--- src/rtl/alu_pkg.sv ---
// Shared types and the single-cycle datapath for alu_seq.
// alu_single works on a 32-bit container and masks results down to the active width.
package alu_pkg;

    localparam int unsigned MAX_W = 32;

    typedef enum logic [2:0] {
        OP_ADD = 3'b000,
        OP_SUB = 3'b001,
        OP_AND = 3'b010,
        OP_OR  = 3'b011,
        OP_XOR = 3'b100,
        OP_SHL = 3'b101,
        OP_SHR = 3'b110,
        OP_MUL = 3'b111
    } op_e;

    typedef enum logic [1:0] {
        S_IDLE = 2'd0,
        S_MUL  = 2'd1,
        S_HOLD = 2'd2
    } state_e;

    typedef struct packed {
        logic [MAX_W-1:0] result;
        logic             carry;
        logic             overflow;
    } alu_res_t;

    // OP_MUL is iterative and handled outside this function; it yields zeros here.
    function automatic alu_res_t alu_single(
        input int unsigned      w,
        input op_e              op,
        input logic [MAX_W-1:0] a,
        input logic [MAX_W-1:0] b,
        input logic [4:0]       sh
    );
        alu_res_t           res;
        logic [MAX_W-1:0]   mask;
        logic [MAX_W-1:0]   am;
        logic [MAX_W-1:0]   bm;
        logic [MAX_W-1:0]   r;
        logic [2*MAX_W-1:0] wide;
        logic [4:0]         msb;
        logic [5:0]         wi;

        mask = (w >= MAX_W) ? '1 : ((32'd1 << w) - 32'd1);
        am   = a & mask;
        bm   = b & mask;
        msb  = 5'(w - 1);
        wi   = 6'(w);
        res  = '0;
        wide = '0;
        r    = '0;

        case (op)
            OP_ADD: begin
                wide         = {32'b0, am} + {32'b0, bm};
                r            = wide[MAX_W-1:0] & mask;
                res.carry    = wide[wi];
                res.overflow = (am[msb] == bm[msb]) && (r[msb] != am[msb]);
            end
            OP_SUB: begin
                r            = (am - bm) & mask;
                res.carry    = (am < bm);
                res.overflow = (am[msb] != bm[msb]) && (r[msb] != am[msb]);
            end
            OP_AND: r = am & bm;
            OP_OR:  r = am | bm;
            OP_XOR: r = am ^ bm;
            OP_SHL: begin
                // bit w of the widened shift is the last bit pushed past the MSB
                wide      = {32'b0, am} << sh;
                r         = wide[MAX_W-1:0] & mask;
                res.carry = (sh != 5'd0) && wide[wi];
            end
            OP_SHR: begin
                wide      = {am, 32'b0} >> sh;
                r         = wide[2*MAX_W-1:MAX_W];
                res.carry = (sh != 5'd0) && wide[MAX_W-1];
            end
            default: r = '0;
        endcase

        res.result = r;
        return res;
    endfunction

endpackage

--- src/rtl/alu_mul_iter.sv ---
// Shift-add unsigned multiplier: one partial-product step per clock, WIDTH steps.
// product_o presents the post-step accumulator so the caller can capture it on the done cycle.
module alu_mul_iter import alu_pkg::*; #(
    parameter int unsigned WIDTH = 8
) (
    input  logic               clk,
    input  logic               rst_n,
    input  logic               start_i,
    input  logic [WIDTH-1:0]   a_i,
    input  logic [WIDTH-1:0]   b_i,
    output logic               done_o,
    output logic [2*WIDTH-1:0] product_o
);

    logic [2*WIDTH-1:0] acc_q;
    logic [2*WIDTH-1:0] acc_d;
    logic [WIDTH-1:0]   mcand_q;
    logic [WIDTH-1:0]   cnt_q;
    logic               busy_q;
    logic [WIDTH:0]     upper_sum;

    // Multiplier sits in the low half and is consumed LSB-first as the accumulator shifts right.
    always_comb begin
        upper_sum = {1'b0, acc_q[2*WIDTH-1:WIDTH]} + (acc_q[0] ? {1'b0, mcand_q} : '0);
        acc_d     = {upper_sum, acc_q[WIDTH-1:1]};
    end

    assign done_o    = busy_q && (cnt_q == WIDTH'(WIDTH - 1));
    assign product_o = acc_d;

    always_ff @(posedge clk or negedge rst_n) begin
        if (!rst_n) begin
            acc_q   <= '0;
            mcand_q <= '0;
            cnt_q   <= '0;
            busy_q  <= 1'b0;
        end else if (start_i) begin
            acc_q   <= {{WIDTH{1'b0}}, b_i};
            mcand_q <= a_i;
            cnt_q   <= '0;
            busy_q  <= 1'b1;
        end else if (busy_q) begin
            acc_q <= acc_d;
            cnt_q <= cnt_q + 1'b1;
            if (done_o) begin
                busy_q <= 1'b0;
            end
        end
    end

endmodule

--- src/rtl/alu_seq.sv ---
// Handshaked WIDTH-bit ALU with registered result and flags.
// Single-cycle ops complete in one clock; MUL runs through alu_mul_iter for WIDTH clocks.
module alu_seq import alu_pkg::*; #(
    parameter  int unsigned WIDTH  = 8,
    localparam int unsigned CTRL_W = 3
) (
    input  logic              clk,
    input  logic              rst_n,
    input  logic              in_valid,
    output logic              in_ready,
    input  logic [WIDTH-1:0]  A,
    input  logic [WIDTH-1:0]  B,
    input  logic [CTRL_W-1:0] control,
    output logic              out_valid,
    input  logic              out_ready,
    output logic [WIDTH-1:0]  Result,
    output logic              Carry,
    output logic              Zero,
    output logic              Overflow,
    output logic              Negative
);

    localparam int unsigned SH_W = $clog2(WIDTH);

    state_e             state_q;
    state_e             state_d;
    logic [WIDTH-1:0]   result_q;
    logic [WIDTH-1:0]   result_d;
    logic               carry_q;
    logic               carry_d;
    logic               ovf_q;
    logic               ovf_d;
    logic               xfer;
    logic               mul_start;
    logic               mul_done;
    logic [2*WIDTH-1:0] mul_product;
    logic [4:0]         shamt;
    op_e                op;
    alu_res_t           single;
    logic               unused_single;

    assign op            = op_e'(control);
    assign shamt         = 5'(B[SH_W-1:0]);
    assign single        = alu_single(WIDTH, op, 32'(A), 32'(B), shamt);
    assign unused_single = ^single.result;

    assign in_ready  = (state_q == S_IDLE) || ((state_q == S_HOLD) && out_ready);
    assign out_valid = (state_q == S_HOLD);
    assign xfer      = in_valid && in_ready;

    assign Result   = result_q;
    assign Carry    = carry_q;
    assign Overflow = ovf_q;
    assign Zero     = (result_q == '0);
    assign Negative = result_q[WIDTH-1];

    alu_mul_iter #(
        .WIDTH(WIDTH)
    ) u_mul (
        .clk       (clk),
        .rst_n     (rst_n),
        .start_i   (mul_start),
        .a_i       (A),
        .b_i       (B),
        .done_o    (mul_done),
        .product_o (mul_product)
    );

    always_comb begin
        state_d   = state_q;
        result_d  = result_q;
        carry_d   = carry_q;
        ovf_d     = ovf_q;
        mul_start = 1'b0;

        case (state_q)
            S_IDLE, S_HOLD: begin
                if (xfer) begin
                    if (op == OP_MUL) begin
                        mul_start = 1'b1;
                        state_d   = S_MUL;
                    end else begin
                        result_d = single.result[WIDTH-1:0];
                        carry_d  = single.carry;
                        ovf_d    = single.overflow;
                        state_d  = S_HOLD;
                    end
                end else if ((state_q == S_HOLD) && out_ready) begin
                    state_d = S_IDLE;
                end
            end
            S_MUL: begin
                if (mul_done) begin
                    result_d = mul_product[WIDTH-1:0];
                    carry_d  = |mul_product[2*WIDTH-1:WIDTH];
                    ovf_d    = 1'b0;
                    state_d  = S_HOLD;
                end
            end
            default: state_d = S_IDLE;
        endcase
    end

    always_ff @(posedge clk or negedge rst_n) begin
        if (!rst_n) begin
            state_q  <= S_IDLE;
            result_q <= '0;
            carry_q  <= 1'b0;
            ovf_q    <= 1'b0;
        end else begin
            state_q  <= state_d;
            result_q <= result_d;
            carry_q  <= carry_d;
            ovf_q    <= ovf_d;
        end
    end

endmodule
--- config.mk ---
export PLATFORM = sky130hd
export DESIGN_NAME = alu_seq
export DESIGN_NICKNAME = d
export VERILOG_FILES = /design/src/rtl/alu_pkg.sv /design/src/rtl/alu_mul_iter.sv /design/src/rtl/alu_seq.sv
export SDC_FILE = /design/constraint.sdc
export NUM_CORES = 1
export LEC_CHECK = 0
export ABC_CLOCK_PERIOD_IN_PS = 3100
export CORE_UTILIZATION = 47
export CTS_BUF_LIST = sky130_fd_sc_hd__clkbuf_16
export CTS_CLUSTER_DIAMETER = 60
export CTS_CLUSTER_SIZE = 8
export DETAILED_ROUTE_END_ITERATION = 12
export PLACE_DENSITY = 0.67
export SLEW_MARGIN = 30
export SYNTH_ARGS = -nofsm -noshare
export SYNTH_HDL_FRONTEND = slang
export SYNTH_SLANG_ARGS = --single-unit
--- constraint.sdc ---
create_clock -name clk -period 3.1 [get_ports clk]
set_clock_uncertainty 0.1 [all_clocks]
set_input_delay 0.62 -clock clk [delete_from_list [all_inputs] [get_ports clk]]
set_output_delay 0.62 -clock clk [all_outputs]
set_load 0.01 [all_outputs]
==> flow_metrics.tcl <==
set metrics [dict create \
    cts_htree_levels 2 \
    final_area_sq_um 5110 \
    clock_latency_ns 0.28 \
    fin_nets 622 \
    dr.first_iter.drc_count 235 \
    slew_headroom_pct 55.5 \
    period_needed_ns 2.94 \
    numCtsBuffers 5 \
    antenna_found_initial 0 \
    cts.path.max_buffers 2 \
    cp_max_fo 2 \
    synth_fa_ha_area_share_pct 11.9 \
    ff2ff_path_depth 9 \
    clk_pin_slew_ns 0.06 \
    cts_tree "yes" \
    hold_viol 0 \
    slowest_stage "clkdlybuf4s50_1" \
    synthMuxAreaShare_pct 12.1 \
    setup.worst_path.class "in -> reg" \
    synth_area_leaders "dfrtp_1 27%, ha_1 10%, mux2i_1 6.9%" \
    synth_edf_count 0 \
    ios 37 \
    drt_first_pass_iters 5 \
    ant_nets 0 \
    fin_crit_sh_pct 95.0 \
    synth_top_family_by_area "simple AND/OR/NAND/NOR gates" \
    ys_seq_area_share_pct 26.9 \
    grt_usage_pct 26.0 \
    finalSetupViolations 0 \
    dpl_cell_area_sq_um 4970 \
    finalMaxSlewViolations 0 \
    diodes 0 \
    crit_arrival_ns 2.99 \
    fmax_mhz 340 \
    wl_per_cell_microns 17.4 \
    dp_hpwl_microns 9010 \
    grt_max_degree 42 \
    async_flop_share_pct 100 \
    post-cts-setup-buffer-count 0 \
    die-area_sq_um 9280 \
    synth_xor_area_share_pct 3.35 \
    cts_root_buf "clkbuf_16" \
    start_util_pct 48.2 \
    routed_via_density 5.91 \
    synth_cells 488 \
    worstReg2RegEnd "Carry" \
    worst_slew_pin_slew_ns 0.658 \
    critPathLaunchType "input pin" \
    grt_pass1_vias 3674 \
    rrSetupSlack_ns 0.16 \
    syn-num-nets 549 \
    drc 0 \
    die_h_microns 96.3 \
    core-area_sq_um 8680 \
    worstSetupEndpointType "flip-flop" \
    portBuffers 36 \
    fp-row-count 34 \
    hold_buffers 0 \
    grt_remaining_overflow 0 \
    grt_pass1_wl_microns 18300 \
    r2r-start "u_mul.acc_q[0]" \
    synth.distinct_cells 67 \
    synth_compound_area_share_pct 17.8 \
    slowest_delay_ns 0.48 \
    final_cell_count_no_fill 668 \
    gp_congestion 0.982 \
    cp.required_ns 3.15 \
    status "finished clean" \
    synth_warnings 0 \
    cp_cell_sequence "clkdlybuf4s50_1, inv_1, ha_1, fa_1, nor3_2, o31ai_1, or3_1, o211ai_1, nor4b_1, o22ai_1" \
    synth_top_area_share_pct 26.9 \
    max_cap_viol_count 0 \
    die_width_microns 96.3 \
    area.growth.synth_to_final_pct 22.1 \
    synth_area_leader_cell "dfrtp_1" \
    rsz0062_at_grt "false" \
    avgSynthCellArea_sq_um 8.57 \
    drive_gt1_share_pct 16.8 \
    dp.cells 662 \
    hold_class "in -> async" \
    cp-startpoint "A[0]" \
    yosys.area_share.simple_pct 21.1 \
    p_per_area_nw_per_um2 590 \
    yosysMostFrequentCell "nor2_1" \
    synth-seq-cells 45 \
    cts_resized 0 \
    cts_sinks 45 \
    endpoint "Carry" \
    max-vdd-ir-drop_mv 0.413 \
    synth_ff_type "dfrtp_1" \
    netlist_area_sq_um 4180 \
    synth_commonest_cells "52 x nor2_1, 45 x dfrtp_1, 43 x nand2_1, 35 x ha_1, 33 x o21ai_0" \
    via_count 3950 \
    wl_microns 11600 \
    p_leak_nw 2.32 \
]
-- layout make-up --
cell class | instances | area (sq um)
inverter | 28 | 105
timing repair buffer | 96 | 831
fill | 806 | 3570
clock inverter | 1 | 5.00
clock buffer | 5 | 125
sequential | 45 | 1130
multi-input combinational | 385 | 2780
tap | 108 | 135
-- where the power goes --
part | leakage [nW] | internal (mW) | switching (mW)
logic | 1.71 | 0.727 | 0.783
clock network | 0.0655 | 0.288 | 0.203
registers | 0.544 | 0.822 | 0.192
-- stage by stage --
stage	total power [mW]	hold WS, ns	util (%)	setup slack, ns	TNS (ns)
floorplan	2.01	0.224	-	0.329	0
CTS	3.01	0.220	58.8	0.112	0
detailed placement	2.50	0.390	57.3	-0.157	-0.368
finish	3.01	0.193	58.9	0.156	0
global placement	2.44	0.387	57.3	-0.144	-0.238
global route	3.23	0.238	58.9	0.00439	0
-- registers in the layout, indices dropped and copies added, names as in the netlist --
name / cells
u_mul.mcand_q: 8
u_mul.acc_q: 16
u_mul.cnt_q: 8
Result: 8
Carry: 1
Overflow: 1
state_q: 2
u_mul.busy_q: 1
-- how the worst min path moves through the flow --
stage / startpoint / end / cells past startpoint
after floorplan: rst_n / Carry / 0
after global placement: u_mul.mcand_q[5] / u_mul.mcand_q[5] / 1
after detailed placement: u_mul.mcand_q[1] / u_mul.mcand_q[1] / 1
after CTS: rst_n / Result[1] / 1
after global routing: rst_n / Result[1] / 1
final: rst_n / Result[1] / 1
-- critical path: cells and delay by family --
| kind | cells | cell delay (ns) |
|---|---|---|
| AOI/OAI and AO/OA | 3 | 0.37 |
| and+or+nand+nor | 3 | 0.82 |
| buffers and inverters | 2 | 0.54 |
| adders and majority gates | 2 | 0.66 |
-- metal layers --
| layer | GRT usage, % | share of wire (%) |
|---|---|---|
| met1 | 36.0 | 46 |
| met2 | 41.9 | 46 |
| met3 | 4.19 | 5.9 |
| met4 | 7.35 | 2.2 |
| met5 | 0 | 0 |
-- layout by cell type (no fill, tap or decap), types with 6 or more instances in the layout --
cell type | Yosys | final
nand2b_1 | 6 | 6
buf_4 | 5 | 58
nor3_1 | 14 | 13
and2_1 | 9 | 9
xor2_1 | 9 | 9
mux2_2 | 9 | 9
o22ai_1 | 7 | 7
dfrtp_1 | 45 | 45
nand3_1 | 9 | 9
clkdlybuf4s50_1 | 0 | 35
o21ai_0 | 33 | 33
xnor2_1 | 7 | 7
ha_1 | 35 | 35
nor2_1 | 52 | 51
mux2i_1 | 29 | 29
inv_1 | 27 | 27
a211oi_1 | 9 | 9
a21oi_1 | 22 | 22
nand2_1 | 43 | 43
-- kinds of logic (layout without fill, tap and decap cells) --
logic type	count (synthesis)	after routing
compound gates	114	114
xor+xnor	16	16
fa+ha+maj	38	38
buf+inv	58	130
flops	45	45
mux	43	43
simple gates	174	174
Note: power is estimated with default switching activity, not from simulation.
